### src/rtl/idu_stage.sv
// idu_stage: RV32I decode stage sitting directly behind the fetch unit.
//
// Accepts {pc, inst} from fetch over a valid/ready handshake and holds it in a
// two-slot skid buffer (main + skid). The main slot is decoded combinationally
// and presented to execute over a second valid/ready handshake. There is no
// combinational path from any in_* input to any out_* output or to in_ready.
//
// Handshake rule (both interfaces): a transfer happens on a rising clk edge
// where valid && ready are both 1. A producer holding valid=1 keeps its payload
// stable until the transfer. in_ready is a pure function of flop state
// (!skid_valid), so it never depends on in_valid in the same cycle.
//
// Optional feature: define IDU_PERF_EN to build the perf_issued / perf_stall
// counters. Without it the ports remain and are tied to zero.
//
// Ports:
//   clk, rst_n            clock, asynchronous active-low reset
//   flush                 synchronous drop of both slots (redirect)
//   in_valid/in_ready     fetch handshake; in_pc, in_inst payload
//   out_valid/out_ready   execute handshake
//   out_pc, out_inst      main slot contents
//   out_rs1/rs2/rd        register fields of the main slot instruction
//   out_fmt               0=R 1=I 2=S 3=B 4=U 5=J 7=illegal
//   out_imm               sign-extended immediate (0 for R/illegal)
//   out_illegal           unsupported opcode
//   perf_issued           out handshakes since reset
//   perf_stall            cycles with out_valid && !out_ready since reset
module idu_stage #(
  parameter int XLEN = 32
) (
  input  logic            clk,
  input  logic            rst_n,
  input  logic            flush,
  input  logic            in_valid,
  output logic            in_ready,
  input  logic [XLEN-1:0] in_pc,
  input  logic [31:0]     in_inst,
  output logic            out_valid,
  input  logic            out_ready,
  output logic [XLEN-1:0] out_pc,
  output logic [31:0]     out_inst,
  output logic [4:0]      out_rs1,
  output logic [4:0]      out_rs2,
  output logic [4:0]      out_rd,
  output logic [2:0]      out_fmt,
  output logic [31:0]     out_imm,
  output logic            out_illegal,
  output logic [31:0]     perf_issued,
  output logic [31:0]     perf_stall
);

  localparam logic [2:0] FMT_R   = 3'd0;
  localparam logic [2:0] FMT_I   = 3'd1;
  localparam logic [2:0] FMT_S   = 3'd2;
  localparam logic [2:0] FMT_B   = 3'd3;
  localparam logic [2:0] FMT_U   = 3'd4;
  localparam logic [2:0] FMT_J   = 3'd5;
  localparam logic [2:0] FMT_ILL = 3'd7;

  logic            main_valid;
  logic [XLEN-1:0] main_pc;
  logic [31:0]     main_inst;
  logic            skid_valid;
  logic [XLEN-1:0] skid_pc;
  logic [31:0]     skid_inst;

  logic in_fire;
  logic out_fire;

  assign in_ready  = !skid_valid;
  assign out_valid = main_valid;
  assign in_fire   = in_valid && in_ready;
  assign out_fire  = out_valid && out_ready;

  // Slot update. Flush wins over everything, including a same-cycle in_fire.
  // When main drains (or is empty) the skid entry moves up first so order is
  // preserved; a new word can only land in skid while main is held.
  always_ff @(posedge clk or negedge rst_n) begin
    if (!rst_n) begin
      main_valid <= 1'b0;
      main_pc    <= '0;
      main_inst  <= '0;
      skid_valid <= 1'b0;
      skid_pc    <= '0;
      skid_inst  <= '0;
    end else if (flush) begin
      main_valid <= 1'b0;
      skid_valid <= 1'b0;
    end else if (!main_valid || out_fire) begin
      if (skid_valid) begin
        main_valid <= 1'b1;
        main_pc    <= skid_pc;
        main_inst  <= skid_inst;
      end else if (in_fire) begin
        main_valid <= 1'b1;
        main_pc    <= in_pc;
        main_inst  <= in_inst;
      end else begin
        main_valid <= 1'b0;
      end
      // in_fire implies skid was empty, so this only captures when both
      // happen together (never, given in_ready = !skid_valid) -- kept explicit.
      if (skid_valid && in_fire) begin
        skid_valid <= 1'b1;
        skid_pc    <= in_pc;
        skid_inst  <= in_inst;
      end else begin
        skid_valid <= 1'b0;
      end
    end else if (in_fire) begin
      skid_valid <= 1'b1;
      skid_pc    <= in_pc;
      skid_inst  <= in_inst;
    end
  end

  // Decode of the main slot.
  logic [4:0] opcode;
  assign opcode = main_inst[6:2];

  always_comb begin
    out_fmt = FMT_ILL;
    if (main_inst[1:0] == 2'b11) begin
      case (opcode)
        5'b01100:                            out_fmt = FMT_R;
        5'b00100, 5'b00000, 5'b11001, 5'b11100: out_fmt = FMT_I;
        5'b01000:                            out_fmt = FMT_S;
        5'b11000:                            out_fmt = FMT_B;
        5'b01101, 5'b00101:                  out_fmt = FMT_U;
        5'b11011:                            out_fmt = FMT_J;
        default:                             out_fmt = FMT_ILL;
      endcase
    end
  end

  always_comb begin
    out_imm = 32'h0;
    case (out_fmt)
      FMT_I: out_imm = {{20{main_inst[31]}}, main_inst[31:20]};
      FMT_S: out_imm = {{20{main_inst[31]}}, main_inst[31:25], main_inst[11:7]};
      FMT_B: out_imm = {{19{main_inst[31]}}, main_inst[31], main_inst[7],
                        main_inst[30:25], main_inst[11:8], 1'b0};
      FMT_U: out_imm = {main_inst[31:12], 12'b0};
      FMT_J: out_imm = {{11{main_inst[31]}}, main_inst[31], main_inst[19:12],
                        main_inst[20], main_inst[30:21], 1'b0};
      default: out_imm = 32'h0;
    endcase
  end

  assign out_illegal = (out_fmt == FMT_ILL);
  assign out_pc      = main_pc;
  assign out_inst    = main_inst;
  assign out_rs1     = main_inst[19:15];
  assign out_rs2     = main_inst[24:20];
  assign out_rd      = main_inst[11:7];

`ifdef IDU_PERF_EN
  // Counters wrap naturally; flush does not clear them, and a handshake in a
  // flush cycle still counts as issued.
  logic [31:0] issued_q;
  logic [31:0] stall_q;

  always_ff @(posedge clk or negedge rst_n) begin
    if (!rst_n) begin
      issued_q <= 32'h0;
      stall_q  <= 32'h0;
    end else begin
      if (out_fire) issued_q <= issued_q + 32'h1;
      if (out_valid && !out_ready) stall_q <= stall_q + 32'h1;
    end
  end

  assign perf_issued = issued_q;
  assign perf_stall  = stall_q;
`else
  assign perf_issued = 32'h0;
  assign perf_stall  = 32'h0;
`endif

endmodule

### config.mk
export PLATFORM = sky130hd
export DESIGN_NAME = idu_stage
export DESIGN_NICKNAME = d
export VERILOG_FILES = /design/src/rtl/idu_stage.sv
export SDC_FILE = /design/constraint.sdc
export NUM_CORES = 1
export LEC_CHECK = 0
export ABC_AREA = 1
export ABC_CLOCK_PERIOD_IN_PS = 2000
export BUFFER_PORTS_ARGS = -buffer_cell sky130_fd_sc_hd__buf_2
export CAP_MARGIN = 25
export CORE_ASPECT_RATIO = 0.75
export CORE_MARGIN = 2
export CORE_UTILIZATION = 50
export CTS_CLUSTER_SIZE = 8
export DETAILED_ROUTE_END_ITERATION = 8
export HOLD_SLACK_MARGIN = 0.08
export PLACE_DENSITY = 0.81
export SKIP_LAST_GASP = 1
export SYNTH_ARGS = -nofsm -noshare
export SYNTH_HDL_FRONTEND = slang
export SYNTH_SLANG_ARGS = --single-unit
### constraint.sdc
create_clock -name clk -period 2 [get_ports clk]
set_clock_uncertainty 0.15 [all_clocks]
set_input_delay 0.4 -clock clk [delete_from_list [all_inputs] [get_ports clk]]
set_output_delay 0.4 -clock clk [all_outputs]
set_load 0.05 [all_outputs]
==> results of run 1 <==
==> logic make-up after synthesis <==
logic type / synth area share
buffers and inverters: 0.179
flip-flops: 0.492
AO/OA/AOI/OAI: 0.169
AND/OR/NAND/NOR: 0.159
other: 0.000568
==> layout by cell type, fill, tap and decap left out, types with 17 or more instances in the layout <==
master	n
buf_2	148
buf_4	37
buf_6	28
clkbuf_16	19
conb_1	64
dfrtp_1	123
inv_1	94
nand2_1	171
nand3_4	17
o211ai_1	28
o21ai_0	158
==> per-layer routing <==
layer,global-route usage,part of all wire,up-vias
met5,0,0,-
met3,0.0489,0.056,22
met4,0.0811,0.017,0
li1,-,-,2840
met2,0.386,0.49,198
met1,0.321,0.44,2707
==> state kept, by name (all words and copies together), names as in the netlist <==
| register | count |
|---|---|
| out_inst | 32 |
| out_valid | 1 |
| skid_pc | 32 |
| skid_valid | 1 |
| skid_inst | 32 |
| out_pc | 32 |
==> power breakdown <==
group / leakage, nW / internal [mW] / switching, mW
clock: 0.266 / 1.78 / 1.16
sequential: 1.62 / 3.15 / 0.347
combinational: 3.05 / 0.906 / 2.44
==> what timing repair did <==
| action | CTS | global route |
|---|---|---|
| pin swaps | 1 | 9 |
| hold buffers | 2 | 0 |
| setup endpoints to repair | 36 | 36 |
| resized for setup | 77 | 38 |
| cloned | 1 | 2 |
| buffers inserted | 6 | 10 |
| endpoints found under the hold margin | 43 | 0 |
==> worst max-delay path: stages (launching register included) <==
cell and delay, ps:
dfrtp_2 450, nor2_4 130, nand2_1 110, nand3_4 110, nand3_4 110, buf_12 160, nand3_1 110, buf_12 200
nand3_4 90, buf_6 150
==> final timing paths <==
| check | startpoint | end | slack (ps) | cells past startpoint |
|---|---|---|---|---|
| setup / recovery | out_inst[2] | out_imm[26] | -610 | 9 |
| hold / removal | in_inst[9] | skid_inst[9] | 110 | 3 |
| setup reg to reg | out_valid | skid_inst[18] | 360 | 8 |
| hold reg to reg | out_pc[20] | out_pc[20] | 330 | 2 |
| max in group asynchronous | rst_n | out_inst[0] | 770 | 3 |
| min in group asynchronous | rst_n | skid_inst[19] | 350 | 2 |
==> metrics by stage <==
step | cells | power (mW) | TNS [ps] | setup slack [ps]
floorplan | 868 | 5.94 | -11010 | -520
global placement | 1139 | 6.52 | -4220 | -167
detailed placement | 1139 | 6.61 | -6060 | -237
CTS | 1180 | 9.69 | -17430 | -543
global route | 1192 | 10.3 | -22780 | -699
finish | 1192 | 9.78 | -19770 | -609
==> final cells by class <==
cell class / instances / area share
clock buffer: 21 / 0.0499
clock inverter: 11 / 0.0114
inverter: 104 / 0.0454
multi-input combinational: 512 / 0.315
sequential: 130 / 0.354
tap: 171 / 0.0232
timing repair buffer: 243 / 0.202
==> results.md, run 1 <==
- TritonCTS Sinks: 130
- Global-route wire length before repair: 26800 µm
- Syn. warnings: 0
- Starting Density: 0.511
- Hpwl dp: 11000 µm
- Top-area cell type share of the netlist area: 0.492
- Post-route ant nets: 0
- # rows: 36
- I/O pins: 250
- Sequential fraction of the synthesis area: 0.492
- Die X-Extent: 137 µm
- Min Tclk post-route: 2610 ps
- Crit path arrival time: 2060 ps
- TritonRoute pass-1 iters: 5
- Max Fanout on Critical Path: 11
- Area of the multi-input gates: 2900 µm²
- Failing checks: setup timing
- Total gr overflow: 0
- DR WL/cell: 14.2 µm
- Final instance area: 9220 µm²
- Pins Over Slew Limit: 0
- Overall global routing resource usage: 0.239
- Total core area: 12900 µm²
- Area after DPL: 8030 µm²
- Number of setup violations in the final report: 36
- Final hold vios: 0
- Clock root buffer: clkbuf_16
- Final Core Density: 0.713
- Largest net degree at the start of global routing: 87
- Placer Congestion: 0.845
- CP Capture Type: output pin
- Fraction of layout cells with a size suffix above 1: 0.355
- Via Count: 5767
- Tcrit/Tclk final: 1.30
- Synth top cells by count: nand2_1, o21ai_0, dfrtp_1, inv_1, buf_4
- Ys flop type: dfrtp_1
- Library cells used by synthesis: 25
- Power Dens Cells: 1060 nW/µm²
- P&R area growth vs syn: 39.6%
- WL final: 16900 µm
- Post-route setup slack: -609 ps
- Worst endpoint required time: 1450 ps
- Buffers on Ports: 185
- # DRC: 0
- LEAKAGE: 4.94 nW
- TritonCTS clock tree: built
- Max frequency: 0.383 GHz
- Cell with the most instances after synthesis: nand2_1
- H-tree Lvls: 4
- Worst-path clk slew: 60 ps
- Die area: 14200 µm²
- Leading area contributor after synthesis: dfrtp_1
- Die H: 104 µm
- RSZ-0062 raised after global routing: true
- Top post-synthesis cells by area: dfrtp_1, o21ai_0, nand2_1, buf_4, inv_1
- Initial antenna violation count: 0
- Startpoint Class: flop
- Maxcap violations: 0
- Clock Latency Late Sink: 410 ps
- Clock Path Buffers: 2
- First DRT Iteration DRCs: 278
- Synth Area per Inst: 8.21 µm²
- Post-synth ARST share: 1.00
- TritonCTS Buffers: 17
- Vias in the first global route: 5455
- FF+latch area: 3260 µm²
- Filler cells: 1007
- FF+latch count, synth: 130
- Nets: 1077
- Status: finished with violations
- Vias per Instance: 4.84
- Number of synthesized flops with an enable pin: 0
- Peak supply drop: 0.000665 V
- Cell Area, Synth: 6610 µm²
- Hold_ws: 107 ps
- Worst hold path class: in -> reg
- # diodes: 0
- Kind of critical path: reg -> out
- Synth Instances: 805
Power figures use the tool's default switching activity.
==> inputs of run 2 (changes only) <==
- ABC_AREA: 1 -> default
==> results.md, run 2 <==
- Ys flop type: dfrtp_1
- Pins Over Slew Limit: 0 (unchanged)
- Hpwl dp: 10900 µm (-0.91%)
- Worst-path cell with the longest stage delay: dfrtp_2
- Min Tclk post-route: 2490 ps (-115 ps)
- Fraction of layout cells with a size suffix above 1: 0.480 (+0.125)
- Worst slew pin tran: 607 ps
- Max frequency: 0.401 GHz (+4.6%)
- Clock Path Buffers: 2 (unchanged)
- Worst Hold Launch: in_inst[31]
- Sequential fraction of the synthesis area: 0.471 (-0.0212)
- Die X-Extent: 140 µm (+2.2%)
- Synth Area per Inst: 11.5 µm² (+40%)
- RSZ-0062 raised after global routing: true
- Post-synth ARST share: 1.00 (unchanged)
- DR WL/cell: 16.9 µm (+19%)
- Cell Area, Synth: 6900 µm² (+4.5%)
- Via Count: 5220 (-9.5%)
- Most frequent cells in the layout: buf_2, dfrtp_1, nor2_1, a21oi_1
- Clock Power Share: 0.300 (about the same)
- Total core area: 13600 µm² (+5.3%)
- Number of synthesized flops with an enable pin: 0 (unchanged)
- # diodes: 0 (unchanged)
- Die area: 14800 µm² (+4.3%)
- Final instance area: 9640 µm² (+4.5%)
- Slowest stage delay, CP: 450 ps (about the same)
- Hold_ws: 97.6 ps (-9.81 ps)
- Clock Latency Late Sink: 400 ps (about the same)
- Most used cell, CP: buf_6
- Max Fanout on Critical Path: 11 (unchanged)
- # rows: 37 (+2.8%)
- Flop pwr share: 0.340 (-0.018)
- CP bufs+invs: 3 (unchanged)
- Placer Congestion: 0.853 (+0.98%)
- I/O pins: 250 (unchanged)
- Psw: 4.06 mW (+2.8%)
- Failing checks: setup timing
- Top post-synthesis cells by area: dfrtp_1, mux2_4, buf_4, mux2i_1, a21oi_1
- Hold path endpoint: skid_inst[31]
- Synth Instances: 602 (-25%)
- Comb power frac: 0.360 (+0.018)
- Placement Setup Slack: -271 ps (-33.6 ps)
- TritonRoute pass-1 iters: 4 (-1)
- TritonCTS Sinks: 130 (unchanged)
- Clock root buffer: clkbuf_16
- Starting Density: 0.507 (-0.00386)
- WL final: 17500 µm (+3.2%)
- Initial antenna violation count: 0 (unchanged)
- Maxcap violations: 0 (unchanged)
- Startpoint Class: flop
- Switching share of power: 0.383 (-0.0200)
- # DRC: 0 (unchanged)
- Worst endpoint required time: 1450 ps (about the same)
- TritonCTS Buffers: 17 (unchanged)
- Placed Cells: 953 (-16%)
- Most common cell after layout, fill and taps aside: buf_2
- Buffers on Ports: 185 (unchanged)
- Worst r2r src: out_valid
- Worst-path clk slew: 60 ps (about the same)
- Peak supply drop: 0.000765 V (+15%)
- Cell with the most instances after synthesis: dfrtp_1
- Final hold vios: 0 (unchanged)
- P&R area growth vs syn: 39.6% (about the same)
- Worst relative slew slack: 0.595
- Vias per Instance: 5.05 (+4.3%)
- Leading area contributor after synthesis: dfrtp_1
- Post-route setup slack: -494 ps (+115 ps)
- Nets: 915 (-15%)
- CP Cell Sequence: and4bb_1 > buf_6 > a21oi_4 > a21oi_2 > buf_12 > a21o_2 > buf_6
- CP Capture Type: output pin
- R2R setup slack: 260 ps (-100 ps)
- Top-area cell type share of the netlist area: 0.471 (-0.0212)
- TritonCTS clock tree: built
- Crit path max-delay family: flip-flops
- Global-route wire length before repair: 27100 µm (+1.1%)
- Reg2Reg Depth: 4 (-4)
- Number of setup violations in the final report: 36 (unchanged)
- LEAKAGE: 4.63 nW (-6.3%)
- Area after DPL: 8130 µm² (+1.3%)
- Hold Path Stages: 2 (-1)
- Worst hold path class: in -> reg
- Pint: 6.53 mW (+12%)
- Finished Layout Cells: 1034 (-13%)
- Total gr overflow: 0 (unchanged)
- Syn. warnings: 0 (unchanged)
- Status: finished with violations
- Synth top cells by count: dfrtp_1, buf_4, a21oi_1, nor2_1, mux2i_1
- Die H: 106 µm (+2.1%)
- Post-route ant nets: 0 (unchanged)
- Overall global routing resource usage: 0.231 (-0.00763)
- Vias in the first global route: 5225 (-4.2%)
- Library cells used by synthesis: 38 (+52%)
- H-tree Lvls: 4 (unchanged)
- Tcrit/Tclk final: 1.25 (-0.0574)
- RR Endpoint: out_pc[15]
- Crit path arrival time: 1940 ps (-120 ps)
- Largest net degree at the start of global routing: 79 (-9.2%)
- TNS Setup: -15600 ps (+4170 ps)
- Power Dens Cells: 1100 nW/µm² (+3.6%)
- Kind of critical path: reg -> out
- FF+latch count, synth: 130 (unchanged)
- First DRT Iteration DRCs: 274 (-1.4%)
run 2: through the flow:
stage	util	total power, mW
finish	0.708	10.6
global placement	0.598	6.94
floorplan	-	6.33
CTS	0.696	10.5
detailed placement	0.598	7.01
global route	0.708	11.0
run 2: final cells by class:
type,count,area (µm²)
tap,175,219
sequential,130,3270
clock inverter,14,166
inverter,5,18.8
multi-input combinational,415,3370
clock buffer,18,439
timing repair buffer,277,2160
fill,917,3970
run 2: cells by family (layout without fill, tap and decap cells):
group,Yosys count,in the layout,synth area share
simple gates,111,111,0.0767
other cells,1,64,0.000543
buf+inv,120,314,0.124
mux,128,128,0.230
flops,130,130,0.471
compound gates,112,112,0.0975
run 2: routing by layer:
metal | vias to the layer above | share of wire | track usage
li1 | 2427 | - | -
met1 | 2594 | 0.44 | 0.312
met2 | 182 | 0.49 | 0.379
met3 | 17 | 0.058 | 0.0582
met4 | 0 | 0.0075 | 0.0564
met5 | - | 0 | 0
run 2: worst max-delay path by stage:
stage | start | end | slack [ps] | depth (start not counted)
floorplan | out_inst[3] | out_imm[11] | -280 | 5
global placement | out_inst[6] | out_imm[16] | -200 | 5
finish | out_inst[5] | out_imm[30] | -490 | 7
CTS | out_inst[6] | out_imm[30] | -510 | 7
detailed placement | out_inst[6] | out_imm[14] | -270 | 6
global route | out_inst[5] | out_imm[30] | -560 | 7
run 2: power by group through the flow:
stage	sequential [mW]	clock, mW	combinational [mW]
6_report	3.60	3.18	3.81
5_1_grt	3.67	3.37	4.00
4_1_cts	3.58	3.24	3.69
3_5_place_dp	3.61	0	3.40
3_3_place_gp	3.59	0	3.35
2_1_floorplan	4.29	0	2.04
run 2: worst reg2reg max path: stages, from the launching register on:
cell and delay, ps:
dfrtp_1 390, nor2b_2 200, nor3_4 330, buf_6 380, a21oi_1 160
run 2: timing repair:
item,4_1_cts,5_1_grt
gates resized for setup,107,29
hold buffers,34,0
gates cloned,1,1
pin swaps,9,19
endpoints found under the setup margin,36,39
setup buffers,6,7
hold endpoints to repair,156,0
==> inputs of run 3 (changes only) <==
--- a/config.mk
+++ b/config.mk
@@ -11,3 +11,2 @@
 export CORE_ASPECT_RATIO = 0.75
-export CORE_MARGIN = 2
 export CORE_UTILIZATION = 50
==> constraint.sdc (replaced) <==
create_clock -name clk -period 2 [get_ports clk]
set_clock_uncertainty 0.15 [all_clocks]
set_input_delay 0.2 -clock clk [delete_from_list [all_inputs] [get_ports clk]]
set_output_delay 0.2 -clock clk [all_outputs]
set_load 0.05 [all_outputs]
==> results.md, run 3 (synthesis results as in run 2) <==
- Placed Cells: 930 (-2.4%)
- Final hold vios: 0 (unchanged)
- Max Fanout on Critical Path: 6 (-5)
- Buffers on Ports: 185 (unchanged)
- Nets: 921 (+0.66%)
- Vias per Instance: 5.04 (-0.19%)
- Vias in the first global route: 5284 (+1.1%)
- Worst endpoint required time: 1650 ps (+200 ps)
- Max frequency: 0.432 GHz (+7.7%)
- Power Dens Cells: 1110 nW/µm² (+0.61%)
- Worst slew pin tran: 615 ps (+8.02 ps)
- Kind of critical path: reg -> out
- Peak supply drop: 0.000728 V (-4.8%)
- CP Capture Type: output pin
- Starting Density: 0.521 (+0.0141)
- Total gr overflow: 0 (unchanged)
- # diodes: 0 (unchanged)
- H-tree Lvls: 4 (unchanged)
- Post-route ant nets: 0 (unchanged)
- Worst-path clk slew: 60 ps (about the same)
- I/O pins: 250 (unchanged)
- Startpoint Class: flop
- Via Count: 5215 (-0.096%)
- TritonCTS Sinks: 130 (unchanged)
- Die X-Extent: 138 µm (-1.4%)
- Die H: 104 µm (-1.9%)
- TritonCTS Buffers: 17 (unchanged)
- Pins Over Slew Limit: 0 (unchanged)
- WL final: 17000 µm (-2.9%)
- TritonCTS clock tree: built
- Finished Layout Cells: 1035 (+0.097%)
- Crit path arrival time: 1970 ps (+30 ps)
- DR WL/cell: 16.4 µm (-3.0%)
- Clock Path Buffers: 2 (unchanged)
- Overall global routing resource usage: 0.241 (+0.00914)
- Largest net degree at the start of global routing: 91 (+15%)
- Filler cells: 902 (-1.6%)
- Status: finished with violations
- RSZ-0062 raised after global routing: true
- Hold_ws: 172 ps (+74.8 ps)
- Clock root buffer: clkbuf_16
- Fraction of layout cells with a size suffix above 1: 0.440 (-0.0398)
- Placer Congestion: 0.927 (+8.7%)
- Number of setup violations in the final report: 35 (-2.8%)
- Most common cell after layout, fill and taps aside: buf_2
- Global-route wire length before repair: 26700 µm (-1.7%)
- Clock Latency Late Sink: 400 ps (about the same)
- TNS Setup: -7980 ps (+7620 ps)
- Most frequent cells in the layout: buf_2, dfrtp_1, dlygate4sd3_1
- Die area: 14300 µm² (-3.3%)
- # DRC: 0 (unchanged)
- Post-route setup slack: -315 ps (+179 ps)
- Maxcap violations: 0 (unchanged)
- First DRT Iteration DRCs: 225 (-18%)
- Worst hold path class: in -> async
- # rows: 36 (-2.7%)
- Tcrit/Tclk final: 1.16 (-0.0896)
- Failing checks: setup timing
- Hpwl dp: 10100 µm (-7.5%)
- LEAKAGE: 4.57 nW (-1.2%)
- P&R area growth vs syn: 38.0%
- Total core area: 13200 µm² (-2.7%)
- Initial antenna violation count: 0 (unchanged)
- TritonRoute pass-1 iters: 4 (unchanged)
- Worst relative slew slack: 0.590 (-0.00535)
- Min Tclk post-route: 2320 ps (-179 ps)
==> run 3: metrics by stage <==
| stage | instance area, µm² | utilization | total power, mW | worst slack (ps) |
|---|---|---|---|---|
| 2_1_floorplan | 7210 | - | 6.24 | -81.2 |
| 3_3_place_gp | 7770 | 0.587 | 6.77 | 42.0 |
| 3_5_place_dp | 7770 | 0.587 | 6.84 | 14.5 |
| 4_1_cts | 9390 | 0.709 | 10.5 | -324 |
| 5_1_grt | 9530 | 0.719 | 11.0 | -381 |
| 6_report | 9530 | 0.719 | 10.5 | -315 |
==> run 3: final cells by class <==
type,instances,area [µm²],area share
well taps,171,214,0.0225
clock inverters,14,204,0.0214
repair buffers,283,2190,0.230
multi-input cells,415,3210,0.337
flip-flops and latches,130,3270,0.343
clock buffers,17,425,0.0446
inverters,5,18.8,0.00197
==> run 3: power breakdown <==
group	leakage [nW]	total, mW	internal [mW]	switching, mW
registers	1.50	3.57	3.19	0.386
logic	2.77	3.63	1.31	2.33
clock network	0.297	3.32	2.10	1.22
==> run 3: final timing paths <==
path / startpoint / endpoint / slack, ps / cells past startpoint
setup / recovery: out_inst[2] / out_imm[11] / -320 / 5
hold / removal: rst_n / out_valid / 170 / 2
setup reg to reg: out_valid / skid_inst[1] / 150 / 4
hold reg to reg: skid_inst[0] / skid_inst[0] / 360 / 1
max in group asynchronous: rst_n / out_inst[8] / 910 / 3
min in group clk: in_valid / skid_inst[13] / 300 / 4
==> run 3: critical path: stages (launching register included) <==
cell and delay, ps:
dfrtp_2 440, and4bb_2 380, nand2_2 90, a211o_1 300, o211ai_4 170, buf_6 180
==> run 3: layer usage <==
metal / vias up / global-route usage / share of wire
met5: - / 0 / 0
li1: 2430 / - / -
met1: 2592 / 0.302 / 0.43
met4: 0 / 0.0589 / 0.013
met2: 170 / 0.417 / 0.51
met3: 23 / 0.0509 / 0.045
==> run 3: what timing repair did <==
action | 4_1_cts | 5_1_grt
hold buffers | 69 | 0
endpoints found under the setup margin | 37 | 36
cloned | 0 | 0
gates resized for setup | 88 | 36
pin swaps | 9 | 8
endpoints found under the hold margin | 260 | 0
setup buffers | 4 | 2
